<file path="src/rtl/adbg_wb_arb_pkg.sv">
// Shared types and constants for the two-master debug/CPU Wishbone arbiter.
package adbg_wb_arb_pkg;

    typedef enum logic [1:0] {
        IDLE    = 2'd0,
        GNT_DBG = 2'd1,
        GNT_CPU = 2'd2,
        TOUT    = 2'd3
    } arb_state_t;

    localparam logic [2:0] CTI_CLASSIC = 3'b000;
    localparam logic [2:0] CTI_INCR    = 3'b010;
    localparam logic [2:0] CTI_EOB     = 3'b111;

    localparam int GNT_DBG_IDX = 0;
    localparam int GNT_CPU_IDX = 1;

    function automatic logic cti_is_legal(input logic [2:0] cti);
        return (cti == CTI_CLASSIC) || (cti == CTI_INCR) || (cti == CTI_EOB);
    endfunction

endpackage

</file>
<file path="src/rtl/adbg_wb_arb_watchdog.sv">
// Hung-access watchdog: counts unterminated strobe cycles and flags a forced error.
module adbg_wb_arb_watchdog
    import adbg_wb_arb_pkg::*;
#(
    parameter int TIMEOUT = 255
) (
    input  logic i_clk,
    input  logic i_rst,
    input  logic i_active,
    output logic o_fire,
    output logic o_timeout
);

    localparam logic [15:0] LIMIT = 16'(TIMEOUT - 1);

    logic [15:0] r_count;
    logic        r_pulse;

    assign o_fire    = (TIMEOUT != 0) && i_active && (r_count == LIMIT);
    assign o_timeout = r_pulse;

    // Any termination, strobe gap or loss of grant drops i_active and restarts the count.
    always_ff @(posedge i_clk) begin
        if (i_rst) begin
            r_count <= '0;
            r_pulse <= 1'b0;
        end else begin
            r_pulse <= o_fire;
            if ((TIMEOUT != 0) && i_active && !o_fire) begin
                r_count <= r_count + 16'd1;
            end else begin
                r_count <= '0;
            end
        end
    end

endmodule

</file>
<file path="src/rtl/adbg_wb_arbiter.sv">
// Two-master Wishbone arbiter: debug BIU (master 0) and system CPU/DMA (master 1)
// share one slave port; grants are registered and held for the whole bus cycle.
module adbg_wb_arbiter
    import adbg_wb_arb_pkg::*;
#(
    parameter int ADDR_WIDTH   = 32,
    parameter int DATA_WIDTH   = 32,
    parameter int DBG_PRIORITY = 1,
    parameter int TIMEOUT      = 255
) (
    input  logic                    wb_clk_i,
    input  logic                    wb_rst_i,

    input  logic                    dbg_cyc_i,
    input  logic                    dbg_stb_i,
    input  logic                    dbg_we_i,
    input  logic [DATA_WIDTH/8-1:0] dbg_sel_i,
    input  logic [ADDR_WIDTH-1:0]   dbg_adr_i,
    input  logic [DATA_WIDTH-1:0]   dbg_dat_i,
    input  logic [2:0]              dbg_cti_i,
    input  logic [1:0]              dbg_bte_i,
    output logic [DATA_WIDTH-1:0]   dbg_dat_o,
    output logic                    dbg_ack_o,
    output logic                    dbg_err_o,

    input  logic                    cpu_cyc_i,
    input  logic                    cpu_stb_i,
    input  logic                    cpu_we_i,
    input  logic [DATA_WIDTH/8-1:0] cpu_sel_i,
    input  logic [ADDR_WIDTH-1:0]   cpu_adr_i,
    input  logic [DATA_WIDTH-1:0]   cpu_dat_i,
    input  logic [2:0]              cpu_cti_i,
    input  logic [1:0]              cpu_bte_i,
    output logic [DATA_WIDTH-1:0]   cpu_dat_o,
    output logic                    cpu_ack_o,
    output logic                    cpu_err_o,

    output logic                    wb_cyc_o,
    output logic                    wb_stb_o,
    output logic                    wb_we_o,
    output logic [DATA_WIDTH/8-1:0] wb_sel_o,
    output logic [ADDR_WIDTH-1:0]   wb_adr_o,
    output logic [DATA_WIDTH-1:0]   wb_dat_o,
    output logic [2:0]              wb_cti_o,
    output logic [1:0]              wb_bte_o,
    input  logic [DATA_WIDTH-1:0]   wb_dat_i,
    input  logic                    wb_ack_i,
    input  logic                    wb_err_i,

    output logic [1:0]              gnt_o,
    output logic                    timeout_o
);

    localparam logic OWN_DBG = 1'(GNT_DBG_IDX);
    localparam logic OWN_CPU = 1'(GNT_CPU_IDX);

    arb_state_t r_state;
    arb_state_t w_state_nxt;
    logic       r_owner;
    logic       w_owner_nxt;
    logic       r_last;
    logic       w_last_nxt;
    logic       w_release;
    logic       w_own_cyc;
    logic       w_oth_cyc;
    logic       w_gnt_dbg;
    logic       w_gnt_cpu;
    logic       w_tout;
    logic       w_own_dbg;
    logic       w_own_cpu;
    logic       w_wd_active;
    logic       w_wd_fire;

    assign w_gnt_dbg = (r_state == GNT_DBG);
    assign w_gnt_cpu = (r_state == GNT_CPU);
    assign w_tout    = (r_state == TOUT);
    assign w_own_dbg = w_gnt_dbg || (w_tout && (r_owner == OWN_DBG));
    assign w_own_cpu = w_gnt_cpu || (w_tout && (r_owner == OWN_CPU));

    assign w_wd_active = (w_gnt_dbg || w_gnt_cpu) && wb_stb_o && !wb_ack_i && !wb_err_i;

    adbg_wb_arb_watchdog #(
        .TIMEOUT (TIMEOUT)
    ) u_watchdog (
        .i_clk     (wb_clk_i),
        .i_rst     (wb_rst_i),
        .i_active  (w_wd_active),
        .o_fire    (w_wd_fire),
        .o_timeout (timeout_o)
    );

    always_ff @(posedge wb_clk_i) begin
        if (wb_rst_i) begin
            r_state <= IDLE;
            r_owner <= OWN_DBG;
            r_last  <= OWN_DBG;
        end else begin
            r_state <= w_state_nxt;
            r_owner <= w_owner_nxt;
            r_last  <= w_last_nxt;
        end
    end

    // Release hands the bus straight to a waiting master, so there is no dead cycle.
    always_comb begin
        w_state_nxt = r_state;
        w_owner_nxt = r_owner;
        w_last_nxt  = r_last;
        w_release   = 1'b0;
        w_own_cyc   = (r_owner == OWN_CPU) ? cpu_cyc_i : dbg_cyc_i;
        w_oth_cyc   = (r_owner == OWN_CPU) ? dbg_cyc_i : cpu_cyc_i;

        case (r_state)
            IDLE: begin
                if (dbg_cyc_i && (!cpu_cyc_i || (DBG_PRIORITY != 0) || (r_last == OWN_CPU))) begin
                    w_state_nxt = GNT_DBG;
                    w_owner_nxt = OWN_DBG;
                end else if (cpu_cyc_i) begin
                    w_state_nxt = GNT_CPU;
                    w_owner_nxt = OWN_CPU;
                end
            end
            GNT_DBG, GNT_CPU: begin
                if (!w_own_cyc) begin
                    w_release = 1'b1;
                end else if (w_wd_fire) begin
                    w_state_nxt = TOUT;
                end
            end
            TOUT: begin
                if (w_own_cyc) begin
                    w_state_nxt = (r_owner == OWN_CPU) ? GNT_CPU : GNT_DBG;
                end else begin
                    w_release = 1'b1;
                end
            end
            default: w_state_nxt = IDLE;
        endcase

        if (w_release) begin
            w_last_nxt = r_owner;
            if (w_oth_cyc) begin
                w_owner_nxt = ~r_owner;
                w_state_nxt = (r_owner == OWN_CPU) ? GNT_DBG : GNT_CPU;
            end else begin
                w_state_nxt = IDLE;
            end
        end
    end

    always_comb begin
        wb_cyc_o  = 1'b0;
        wb_stb_o  = 1'b0;
        wb_we_o   = 1'b0;
        wb_sel_o  = '0;
        wb_adr_o  = '0;
        wb_dat_o  = '0;
        wb_cti_o  = CTI_CLASSIC;
        wb_bte_o  = '0;
        dbg_dat_o = '0;
        dbg_ack_o = 1'b0;
        dbg_err_o = 1'b0;
        cpu_dat_o = '0;
        cpu_ack_o = 1'b0;
        cpu_err_o = 1'b0;
        gnt_o     = '0;

        if (w_own_dbg) begin
            wb_we_o  = dbg_we_i;
            wb_sel_o = dbg_sel_i;
            wb_adr_o = dbg_adr_i;
            wb_dat_o = dbg_dat_i;
            wb_cti_o = dbg_cti_i;
            wb_bte_o = dbg_bte_i;
        end else if (w_own_cpu) begin
            wb_we_o  = cpu_we_i;
            wb_sel_o = cpu_sel_i;
            wb_adr_o = cpu_adr_i;
            wb_dat_o = cpu_dat_i;
            wb_cti_o = cpu_cti_i;
            wb_bte_o = cpu_bte_i;
        end

        if (w_gnt_dbg) begin
            wb_cyc_o  = dbg_cyc_i;
            wb_stb_o  = dbg_cyc_i && dbg_stb_i;
            dbg_dat_o = wb_dat_i;
            dbg_ack_o = wb_ack_i && dbg_cyc_i;
            dbg_err_o = wb_err_i && dbg_cyc_i;
        end

        if (w_gnt_cpu) begin
            wb_cyc_o  = cpu_cyc_i;
            wb_stb_o  = cpu_cyc_i && cpu_stb_i;
            cpu_dat_o = wb_dat_i;
            cpu_ack_o = wb_ack_i && cpu_cyc_i;
            cpu_err_o = wb_err_i && cpu_cyc_i;
        end

        // The slave is cut off during the timeout cycle; only the forced error is visible.
        if (w_tout) begin
            dbg_err_o = (r_owner == OWN_DBG);
            cpu_err_o = (r_owner == OWN_CPU);
        end

        gnt_o[GNT_DBG_IDX] = w_own_dbg;
        gnt_o[GNT_CPU_IDX] = w_own_cpu;
    end

    a_gnt_onehot: assert property (@(posedge wb_clk_i) disable iff (wb_rst_i) $onehot0(gnt_o));
    a_cti_legal:  assert property (@(posedge wb_clk_i) disable iff (wb_rst_i)
                                   wb_stb_o |-> cti_is_legal(wb_cti_o));

endmodule

</file>
<file path="config.mk">
export PLATFORM = sky130hd
export DESIGN_NAME = adbg_wb_arbiter
export DESIGN_NICKNAME = d
export VERILOG_FILES = /design/src/rtl/adbg_wb_arb_pkg.sv /design/src/rtl/adbg_wb_arb_watchdog.sv /design/src/rtl/adbg_wb_arbiter.sv
export SDC_FILE = /design/constraint.sdc
export NUM_CORES = 1
export LEC_CHECK = 0
export CAP_MARGIN = 10
export CORE_AREA = 2 2 130 132
export CTS_CLUSTER_SIZE = 8
export DETAILED_ROUTE_END_ITERATION = 6
export DIE_AREA = 0 0 132 134
export GPL_ROUTABILITY_DRIVEN = 0
export GPL_TIMING_DRIVEN = 0
export MAX_ROUTING_LAYER = met4
export PLACE_DENSITY = 0.5
export REMOVE_ABC_BUFFERS = 1
export SYNTH_ARGS = -nofsm -noshare
export SYNTH_HDL_FRONTEND = slang
export SYNTH_SLANG_ARGS = --single-unit
</file>
<file path="constraint.sdc">
create_clock -name wb_clk_i -period 4.75 [get_ports wb_clk_i]
set_input_delay 0.95 -clock wb_clk_i [delete_from_list [all_inputs] [get_ports wb_clk_i]]
set_output_delay 0.95 -clock wb_clk_i [all_outputs]
set_load 0.01 [all_outputs]
</file>
==> results.md <==
* WS Path Type: reg -> out
* Layout net count at 820
* Hold_ws at 0.483 ns
* Final hold viol count at 0
* Cell row count at 47
* GRT Residual Overflow at 0
* DIE HEIGHT at 134 um
* Final core utilization at 0.369
* Die Span X at 132 um
* Initial antenna violation count at 1
* CTS tree: yes
* WL/cell at 19.7 um
* P&R area growth vs syn at 152%
* Clk_skew at 0.00204 ns
* Via count at 3609
* H-tree Lvls at 1
* DP Area at 0.00589 sq mm
* Routed wire length at 16.7 mm
* Clk Latency, worst-skew pair at 0.25 ns
* Fin crit period at 4.44 ns
* DRT Pass-1 Iters at 6
* Top Ports at 335
* Final Max Tran Viols at 0
* CTS Buf Count at 3
* Worst Tran Pin Value at 1.12 ns
* Final Cell Area at 0.00601 sq mm
* Clk pin slew, worst setup/hold paths at 0.05 ns
* Max VDD drop at 0.196 mV
* Number of remaining DRC errors at 0
* Post-detail-place hpwl at 13.5 mm
* # fillers at 1707
* Mean Syn Cell Area at 7.62 sq um
* Vias in the first global route at 3455
* Fin cells at 845
* Post-Syn Instances at 313
* Sequential share of the synthesized area at 0.168
* Req. time, crit path at 3.80 ns
* Largest net degree at the start of global routing at 43
* RSZ-0062 raised after global routing: false
* Placed insts at 838
* Tcrit/Tclk final at 0.934
* Fmax at 225 MHz
* Multi-input logic area at 0.00185 sq mm
* Final setup viols at 0
* Core area at 0.0163 sq mm
* Final ANT Viol Nets at 0
* Yosys warns at 0
* Max clock buf depth at 2
* HP Class: reg -> reg
* First-pass GRT wire length at 23.4 mm
* Mapped Area at 0.00238 sq mm
* Static Leakage at 0.00215 uW
* Max Cap Viol at 0
* Flip-flop and latch count after synthesis at 20
* Crit path capture type: output port
* Vias per inst at 4.27
* Power Density at 367 mW/mm^2
* Port Buffers at 334
* CP startpoint kind: register
* Yosys cell types at 42
* Storage element area at 400 sq um
* Maximum fanout along the worst path at 42
* Die Area at 0.0177 sq mm
* GRT Overall Usage at 0.178
* CTS Sinks at 20
* Clock root cell: clkbuf_16
* Fraction of layout cells with a size suffix above 1 at 0.0240
* Initial DRC Count at 168
* CP arrival at 3.49 ns
* Normalized max-slew margin at 0.255
* Run status: completed
* Initial Util at 0.146
where the power goes:
group / internal [uW] / leakage (uW) / switching, uW
logic: 1010 / 0.00194 / 822
clock network: 128 / 0.0000442 / 58.2
registers: 175 / 0.000162 / 6.39
total: 1320 / 0.00215 / 886
state kept, by name, indices dropped and copies added (netlist names), named ones only:
register,cells
r_state,2
u_watchdog.r_count,16
u_watchdog.o_timeout,1
cell usage after synthesis, drive strengths merged:
| master | count | area, sq um |
|---|---|---|
| a2111o | 1 | 11.3 |
| a211o | 1 | 8.76 |
| a21o | 1 | 7.51 |
| a21oi | 2 | 10.0 |
| a22o | 74 | 648 |
| and2 | 64 | 400 |
| and3 | 2 | 12.5 |
| buf | 15 | 86.3 |
| clkbuf | 15 | 56.3 |
| dfxtp | 20 | 400 |
| ha | 7 | 87.6 |
| inv | 7 | 26.3 |
| mux2i | 1 | 10.0 |
| nand2 | 11 | 41.3 |
| nand2b | 4 | 25.0 |
| nand3 | 5 | 25.0 |
| nand4 | 4 | 25.0 |
| nand4b | 3 | 26.3 |
| nand4bb | 1 | 11.3 |
| nor2 | 24 | 92.6 |
| nor2b | 4 | 25.0 |
| nor3 | 4 | 20.0 |
| nor3b | 2 | 15.0 |
| nor4 | 5 | 31.3 |
| o211ai | 4 | 30.0 |
| o21a | 1 | 7.51 |
| o21ai | 7 | 35.0 |
| o21bai | 1 | 7.51 |
| o221a | 1 | 11.3 |
| o221ai | 1 | 8.76 |
| o31a | 1 | 8.76 |
| or3 | 2 | 12.5 |
| or4 | 4 | 35.0 |
| or4b | 1 | 10.0 |
| xnor2 | 12 | 105 |
| xor2 | 1 | 8.76 |
logic make-up after synthesis:
family / Yosys count / synth area share
flip-flops: 20 / 0.168
buffers and inverters: 37 / 0.0709
AO/OA/AOI/OAI: 95 / 0.333
adder cells (fa/ha/maj): 7 / 0.0367
XOR/XNOR: 13 / 0.0478
multiplexers: 1 / 0.00420
AND/OR/NAND/NOR: 140 / 0.339
layout make-up:
cell class                 count  area share
antenna                        1    0.000417
clock buffer                   4      0.0148
inverter                       7     0.00438
multi-input combinational    258       0.308
sequential                    20      0.0667
tap                          220      0.0458
timing repair buffer         335       0.560
worst paths after layout:
path	from	endpoint	slack, ns	depth (start not counted)
worst min-delay path	u_watchdog.r_count[0]	u_watchdog.r_count[0]	0.48	1
worst max register to register	r_state[1]	u_watchdog.r_count[15]	1.74	6
worst min register to register	u_watchdog.r_count[0]	u_watchdog.r_count[0]	0.48	1
worst max-delay path	r_state[1]	wb_dat_o[12]	0.31	7
critical path, cell delays in order (launching register included):
cell	delay, ns
dfxtp_1	0.32
inv_1	0.13
ha_1	0.92
nand2b_4	0.64
nor2b_4	0.21
buf_12	0.23
a22o_1	0.24
clkdlybuf4s50_1	0.50
layer usage:
layer	global-route usage	part of all wire	up-vias
li1	-	-	1774
met1	0.207	0.40	1674
met2	0.315	0.51	145
met3	0.0408	0.071	16
met4	0.0356	0.020	0
met5	-	0	-
cell usage in the layout, fill, tap and decap left out, types with 2 or more instances in the layout:
cell / instances
a21oi_1: 2
a22o_1: 74
and2_1: 64
and3_1: 2
clkbuf_16: 3
clkdlybuf4s50_1: 334
dfxtp_1: 20
ha_1: 6
inv_1: 7
nand2_1: 11
nand2b_1: 3
nand3_1: 5
nand4_1: 4
nand4b_1: 3
nor2_1: 23
nor2b_1: 3
nor3_1: 4
nor3b_1: 2
nor4_1: 5
o211ai_1: 4
o21ai_0: 7
or3_1: 2
or4_1: 2
xnor2_1: 12
repair_timing:
| action | CTS | global route |
|---|---|---|
| gates resized for setup | 0 | 1 |
| endpoints found under the hold margin | 0 | 0 |
| buffers inserted | 0 | 0 |
| hold buffers | 0 | 0 |
| cloned | 2 | 0 |
| endpoints found under the setup margin | 56 | 3 |
stage by stage:
stage / TNS [ns] / setup slack (ns) / power, uW
floorplan: -106.22 / -1.44 / 923
global placement: -342.82 / -4.83 / 2050
detailed placement: 0 / 0.0348 / 2020
CTS: 0 / 0.134 / 2240
global route: 0 / 0.00811 / 2320
finish: 0 / 0.312 / 2200
Power figures use the tool's default switching activity.
